===== src/rtl/keyboard_uart_tx.sv =====
// keyboard_uart_tx: accepts keyboard characters over a ready/valid handshake,
// buffers them in a small circular FIFO and serializes each one as an
// asynchronous UART frame (start bit, 8 data bits LSB first, stop bit).
// Optional feature macro: KEYBOARD_UART_TX_PARITY_EN adds an even parity bit
// after the data bits (8E1, 11-bit frames); without it frames are 8N1.
module keyboard_uart_tx #(
    parameter int CLOCK_DIVISOR   = 234,
    parameter int FIFO_DEPTH_LOG2 = 4
) (
    input  logic       clk,
    input  logic       reset,
    output logic       character_ready,
    input  logic       character_valid,
    input  logic [7:0] character_byte,
    output logic       uart_tx,
    output logic       busy
);

    localparam int DEPTH   = 1 << FIFO_DEPTH_LOG2;
    localparam int TIMER_W = (CLOCK_DIVISOR > 1) ? $clog2(CLOCK_DIVISOR) : 1;
    localparam int CNT_W   = FIFO_DEPTH_LOG2 + 1;

    localparam logic [TIMER_W-1:0]         TIMER_ZERO = TIMER_W'(0);
    localparam logic [TIMER_W-1:0]         TIMER_ONE  = TIMER_W'(1);
    localparam logic [TIMER_W-1:0]         TIMER_LAST = TIMER_W'(CLOCK_DIVISOR - 1);
    localparam logic [FIFO_DEPTH_LOG2-1:0] PTR_ZERO   = FIFO_DEPTH_LOG2'(0);
    localparam logic [FIFO_DEPTH_LOG2-1:0] PTR_ONE    = FIFO_DEPTH_LOG2'(1);
    localparam logic [CNT_W-1:0]           COUNT_ZERO = CNT_W'(0);
    localparam logic [CNT_W-1:0]           COUNT_ONE  = CNT_W'(1);
    localparam logic [CNT_W-1:0]           COUNT_FULL = CNT_W'(DEPTH);

    typedef enum logic [2:0] {
        ST_IDLE   = 3'd0,
        ST_START  = 3'd1,
        ST_DATA   = 3'd2,
`ifdef KEYBOARD_UART_TX_PARITY_EN
        ST_PARITY = 3'd3,
`endif
        ST_STOP   = 3'd4
    } tx_state_t;

    tx_state_t                  state_r;
    logic [TIMER_W-1:0]         timer_r;
    logic [2:0]                 bit_idx_r;
    logic [7:0]                 shift_r;
    logic [7:0]                 fifo_mem [DEPTH];
    logic [FIFO_DEPTH_LOG2-1:0] wr_ptr_r;
    logic [FIFO_DEPTH_LOG2-1:0] rd_ptr_r;
    logic [CNT_W-1:0]           count_r;
    logic                       push_s;
    logic                       pop_s;
    logic                       bit_end_s;
    logic                       fifo_empty_s;
    logic [7:0]                 head_s;
`ifdef KEYBOARD_UART_TX_PARITY_EN
    logic                       parity_r;
`endif

    // Ready is held low during reset so nothing is accepted while state is cleared.
    assign character_ready = (count_r != COUNT_FULL) && !reset;
    assign push_s          = character_valid && character_ready;
    assign fifo_empty_s    = (count_r == COUNT_ZERO);
    assign head_s          = fifo_mem[rd_ptr_r];
    assign bit_end_s       = (timer_r == TIMER_LAST);
    assign busy            = (count_r != COUNT_ZERO) || (state_r != ST_IDLE);

    // Pop the FIFO head when idle, or on the last stop-bit cycle for gapless frames.
    always_comb begin
        pop_s = 1'b0;
        if (fifo_empty_s) begin
            pop_s = 1'b0;
        end else if (state_r == ST_IDLE) begin
            pop_s = 1'b1;
        end else if ((state_r == ST_STOP) && bit_end_s) begin
            pop_s = 1'b1;
        end else begin
            pop_s = 1'b0;
        end
    end

    // FIFO storage write; contents need no reset because count gates reads.
    always_ff @(posedge clk) begin
        if (push_s) begin
            fifo_mem[wr_ptr_r] <= character_byte;
        end
    end

    // FIFO pointers and occupancy; simultaneous push and pop leave count unchanged.
    always_ff @(posedge clk or posedge reset) begin
        if (reset) begin
            wr_ptr_r <= PTR_ZERO;
            rd_ptr_r <= PTR_ZERO;
            count_r  <= COUNT_ZERO;
        end else begin
            if (push_s) begin
                wr_ptr_r <= wr_ptr_r + PTR_ONE;
            end
            if (pop_s) begin
                rd_ptr_r <= rd_ptr_r + PTR_ONE;
            end
            case ({push_s, pop_s})
                2'b10:   count_r <= count_r + COUNT_ONE;
                2'b01:   count_r <= count_r - COUNT_ONE;
                default: count_r <= count_r;
            endcase
        end
    end

`ifdef KEYBOARD_UART_TX_PARITY_EN
    // Latch even parity of the byte as it leaves the FIFO; the shift register is empty by then.
    always_ff @(posedge clk or posedge reset) begin
        if (reset) begin
            parity_r <= 1'b0;
        end else if (pop_s) begin
            parity_r <= ^head_s;
        end
    end
`endif

    // Transmitter FSM with a registered line driver that follows the state by one cycle.
    always_ff @(posedge clk or posedge reset) begin
        if (reset) begin
            state_r   <= ST_IDLE;
            timer_r   <= TIMER_ZERO;
            bit_idx_r <= 3'd0;
            shift_r   <= 8'h00;
            uart_tx   <= 1'b1;
        end else begin
            case (state_r)
                ST_START:  uart_tx <= 1'b0;
                ST_DATA:   uart_tx <= shift_r[0];
`ifdef KEYBOARD_UART_TX_PARITY_EN
                ST_PARITY: uart_tx <= parity_r;
`endif
                default:   uart_tx <= 1'b1;
            endcase

            case (state_r)
                ST_IDLE: begin
                    timer_r <= TIMER_ZERO;
                    if (pop_s) begin
                        shift_r <= head_s;
                        state_r <= ST_START;
                    end
                end
                ST_START: begin
                    if (bit_end_s) begin
                        timer_r   <= TIMER_ZERO;
                        bit_idx_r <= 3'd0;
                        state_r   <= ST_DATA;
                    end else begin
                        timer_r <= timer_r + TIMER_ONE;
                    end
                end
                ST_DATA: begin
                    if (bit_end_s) begin
                        timer_r   <= TIMER_ZERO;
                        shift_r   <= {1'b0, shift_r[7:1]};
                        bit_idx_r <= bit_idx_r + 3'd1;
                        if (bit_idx_r == 3'd7) begin
`ifdef KEYBOARD_UART_TX_PARITY_EN
                            state_r <= ST_PARITY;
`else
                            state_r <= ST_STOP;
`endif
                        end
                    end else begin
                        timer_r <= timer_r + TIMER_ONE;
                    end
                end
`ifdef KEYBOARD_UART_TX_PARITY_EN
                ST_PARITY: begin
                    if (bit_end_s) begin
                        timer_r <= TIMER_ZERO;
                        state_r <= ST_STOP;
                    end else begin
                        timer_r <= timer_r + TIMER_ONE;
                    end
                end
`endif
                ST_STOP: begin
                    if (bit_end_s) begin
                        timer_r <= TIMER_ZERO;
                        if (pop_s) begin
                            shift_r <= head_s;
                            state_r <= ST_START;
                        end else begin
                            state_r <= ST_IDLE;
                        end
                    end else begin
                        timer_r <= timer_r + TIMER_ONE;
                    end
                end
                default: begin
                    timer_r <= TIMER_ZERO;
                    state_r <= ST_IDLE;
                end
            endcase
        end
    end

endmodule


===== config.mk =====
export PLATFORM = sky130hd
export DESIGN_NAME = keyboard_uart_tx
export DESIGN_NICKNAME = d
export VERILOG_FILES = /design/src/rtl/keyboard_uart_tx.sv
export SDC_FILE = /design/constraint.sdc
export NUM_CORES = 1
export LEC_CHECK = 0
export ABC_AREA = 1
export CAP_MARGIN = 40
export CORE_AREA = 4 4 107 210
export DETAILED_ROUTE_END_ITERATION = 10
export DIE_AREA = 0 0 111 214
export MAX_ROUTING_LAYER = met4
export PLACE_DENSITY = 0.53
export SLEW_MARGIN = 40
export SYNTH_ARGS = -nofsm -noshare
export SYNTH_HDL_FRONTEND = slang
export SYNTH_SLANG_ARGS = --single-unit

===== constraint.sdc =====
create_clock -name clk -period 3.15 [get_ports clk]
set_input_delay 0.63 -clock clk [delete_from_list [all_inputs] [get_ports clk]]
set_output_delay 0.63 -clock clk [all_outputs]
set_load 0.02 [all_outputs]

==> PnR_summary.wiki <==
{| class="wikitable"
! Metric !! Value
|-
| Average wire per cell in the routed design || 16.6 um
|-
| Crit. End Element || primary output
|-
| Chip Width || 111 um
|-
| Cell count after placement || 962
|-
| Detailed-route via count || 4731
|-
| Transition time of the tightest slew-check pin || 794 ps
|-
| # fillers || 2010
|-
| Sequential cell area fraction in the yosys report || 0.663
|-
| Io pins || 14
|-
| Total power divided by cell area || 620 mW/mm2
|-
| Element type at the critical path start || flop
|-
| Count of max-cap constraint violations || 0
|-
| Biggest area consumer among synthesized cells || sky130_fd_sc_hd__edfxtp_1
|-
| Met1 usage || 0.147
|-
| Number of clock sinks || 164
|-
| RSZ-0062 raised after global routing || no
|-
| Complex-gate fraction of the synthesized area || 0.0444
|-
| Xor/xnor cell area share of the yosys netlist || 0.0159
|-
| Area of the core || 0.0209 mm2
|-
| Final number of hold-violating endpoints || 0
|-
| Worst Path Class, Setup || reg -> out
|-
| Drc violations || 0
|-
| Headroom to the max-slew limit || 0.471
|-
| Pin count of the biggest net entering global routing || 77
|-
| Hold buffers post-CTS || 0
|-
| Post-synth cell types || 33
|-
| Combinational family with the most area after synthesis || simple AND/OR/NAND/NOR gates
|-
| Detailed-router iteration count before antenna repair || 4
|-
| Cell types with the largest area share after synthesis || sky130_fd_sc_hd__edfxtp_1, sky130_fd_sc_hd__dfrtp_1, sky130_fd_sc_hd__nand2_1
|-
| Vias in the first global route || 4887
|-
| Global-route wire length before repair || 26200 um
|-
| Multiplexer share of the synthesized area || 0.00140
|-
| Clock Skews || 7.44 ps
|-
| Cts bufs inserted || 17
|-
| Clock latency on the worst-skew pair || 430 ps
|-
| Final Routed Wirelength || 16500 um
|-
| Clock tree from TritonCTS || yes
|-
| Congestion Overflow GR || 0
|-
| Arrival time at the worst endpoint || 2270 ps
|-
| Number of antenna violations at the first check in global routing || 0
|-
| Sum of internal, switching and leakage power || 0.00513 W
|-
| Final period util || 0.921
|-
| Setup TNS || 0 ps
|-
| Result of the run || finished, final reports clean
|-
| Post-CTS Setup Bufs || 0
|-
| Final number of setup-violating endpoints || 0
|-
| Final net count || 735
|-
| Buffer cell driving the clock tree root || sky130_fd_sc_hd__clkbuf_16
|-
| Gates resized, CTS repair || 0
|-
| Synthesized instance count || 683
|-
| Share of the synthesized area in the top cell type || 0.537
|-
| Tmin final || 2900 ps
|-
| Overall fraction of global-route tracks in use || 0.150
|-
| Area of the die || 0.0238 mm2
|-
| Non-filler instance count after layout || 994
|-
| Number of levels the H-tree was split into || 4
|-
| Biggest fanout along the worst timing path || 8
|-
| Simple-gate share of the synthesized area || 0.213
|-
| Critical path required time || 2520 ps
|-
| Flop and latch count out of synthesis || 164
|-
| Synthesized cell area || 0.00716 mm2
|-
| Peak-usage layer in the global routing report || met2
|-
| Share of post-route cells with drive strength above 1 || 0.0966
|-
| Reported leakage power || 3.36 nW
|-
| Quantity of I/O buffers inserted on ports || 13
|-
| Clock-pin transition on the worst setup and hold timing paths || 60 ps
|-
| Drt via density || 4.76
|-
| Max Root-Sink Buffers || 2
|-
| DRT antenna net count || 0
|-
| Warning count from the yosys run || 0
|-
| Core Rows || 75
|-
| Initial core utilization || 0.342
|-
| Number of diodes added for antenna fixing || 0
|-
| Initial drt markers || 269
|-
| Die Y-Extent || 214 um
|-
| Post-Synthesis Mean Instance Area || 10.5 um2
|-
| Met2 Usage GRT || 0.270
|-
| Final Wtd Congestion || 0.841
|-
| Met3 demand-to-capacity share in global routing || 0.0334
|-
| Pins Over Slew Limit || 0
|-
| Syn-to-layout area delta || 15.5%
|-
| Maximum clock frequency || 345 MHz
|-
| Total nets after synthesis || 706
|-
| Max IR drop VDD || 0.343 mV
|-
| Synthesized-area fraction occupied by adder cells || 0.0210
|-
| Dpl hpwl || 11200 um
|-
| Hold WC Path Type || reg -> reg
|}
where the power goes:
group	internal (W)	switching [W]
Combinational	0.000136	0.000276
Clock	0.00132	0.000837
Sequential	0.00247	0.0000784
routing by layer:
| metal | up-vias | routed length, um |
|---|---|---|
| met5 | - | 0 |
| met4 | 0 | 656 |
| met3 | 30 | 421 |
| met2 | 77 | 9260 |
| met1 | 2287 | 6210 |
| li1 | 2337 | - |
sequential cells by signal, indices dropped and copies added, names as in the netlist:
signal / count
shift_r: 8
wr_ptr_r: 4
count_r: 5
state_r: 3
uart_tx: 1
bit_idx_r: 3
fifo_mem: 128
timer_r: 8
rd_ptr_r: 4
cell usage in the layout, fill, tap and decap left out, types with 4 or more instances in the layout:
cell                                n
sky130_fd_sc_hd__inv_2              6
sky130_fd_sc_hd__edfxtp_1         128
sky130_fd_sc_hd__o21ai_0           25
sky130_fd_sc_hd__xor2_1             9
sky130_fd_sc_hd__nor3_1             7
sky130_fd_sc_hd__inv_1             36
sky130_fd_sc_hd__xnor2_1            4
sky130_fd_sc_hd__nand2_4            4
sky130_fd_sc_hd__clkdlybuf4s50_1   13
sky130_fd_sc_hd__nor2_1            92
sky130_fd_sc_hd__a21oi_1           16
sky130_fd_sc_hd__bufinv_16          4
sky130_fd_sc_hd__buf_4             21
sky130_fd_sc_hd__clkbuf_16         17
sky130_fd_sc_hd__dfrtp_1           34
sky130_fd_sc_hd__nand2_1          202
sky130_fd_sc_hd__nand3_1           53
sky130_fd_sc_hd__o211ai_1          10
sky130_fd_sc_hd__ha_1              12
area by class of cell:
class | instances | area (um2) | share of cell area
flip-flops and latches | 164 | 4750 | 0.574
repair buffers | 34 | 288 | 0.0348
clock buffers | 19 | 433 | 0.0524
inverters | 43 | 161 | 0.0195
well taps | 269 | 337 | 0.0407
clock inverters | 13 | 181 | 0.0219
multi-input cells | 452 | 2120 | 0.256
worst max-delay path, stage by stage, from the launching register on:
cell,delay (ps)
sky130_fd_sc_hd__dfrtp_1,390
sky130_fd_sc_hd__inv_1,70
sky130_fd_sc_hd__ha_1,130
sky130_fd_sc_hd__nand2_1,50
sky130_fd_sc_hd__nor2_1,170
sky130_fd_sc_hd__nand2_4,110
sky130_fd_sc_hd__nand2_2,90
sky130_fd_sc_hd__nand2_4,70
sky130_fd_sc_hd__nand3_1,130
sky130_fd_sc_hd__clkdlybuf4s50_1,640
worst paths after layout:
kind,start,end,slack (ps),cells after the start
max in group asynchronous,reset,uart_tx$_DFF_PP1_,2140,3
max,timer_r[1]$_DFF_PP0_,busy,250,9
min,shift_r[0]$_DFFE_PP0P_,shift_r[0]$_DFFE_PP0P_,480,2
max reg2reg,timer_r[1]$_DFF_PP0_,count_r[4]$_DFFE_PP0P_,440,16
min reg2reg,shift_r[0]$_DFFE_PP0P_,shift_r[0]$_DFFE_PP0P_,480,2
min in group asynchronous,reset,wr_ptr_r[2]$_DFFE_PP0P_,630,3
synthesized netlist by cell type (all sizes together):
| cell type | instances |
|---|---|
| a31oi | 1 |
| o21ai | 28 |
| nand2 | 209 |
| o211ai | 10 |
| nand3 | 54 |
| a21oi | 17 |
| inv | 42 |
| clkinv | 1 |
| xnor2 | 4 |
| mux2i | 1 |
| xor2 | 9 |
| nor2 | 96 |
| dfrtp | 35 |
| o21a | 1 |
| nor3 | 7 |
| buf | 19 |
| nand3b | 1 |
| ha | 12 |
| clkbuf | 5 |
| edfxtp | 128 |
| nand4 | 2 |
| dfstp | 1 |
through the flow:
step	cell area, um2	setup slack, ps	hold slack (ps)	util
after CTS	8270	194	484	0.395
final	8270	248	477	0.395
after global placement	7650	494	462	0.366
after detailed placement	7650	354	466	0.366
after floorplan	7160	15.9	449	-
after global routing	8270	74.2	517	0.395
cell families (layout without fill, tap and decap cells):
group | count (synthesis) | in the layout
AOI/OAI and AO/OA | 57 | 57
xor gates and xnor gates | 13 | 13
and+or+nand+nor | 369 | 369
buffers and inverters | 67 | 109
adders and majority gates | 12 | 12
DFF | 164 | 164
muxes | 1 | 1
(Power assumes the default switching activity.)
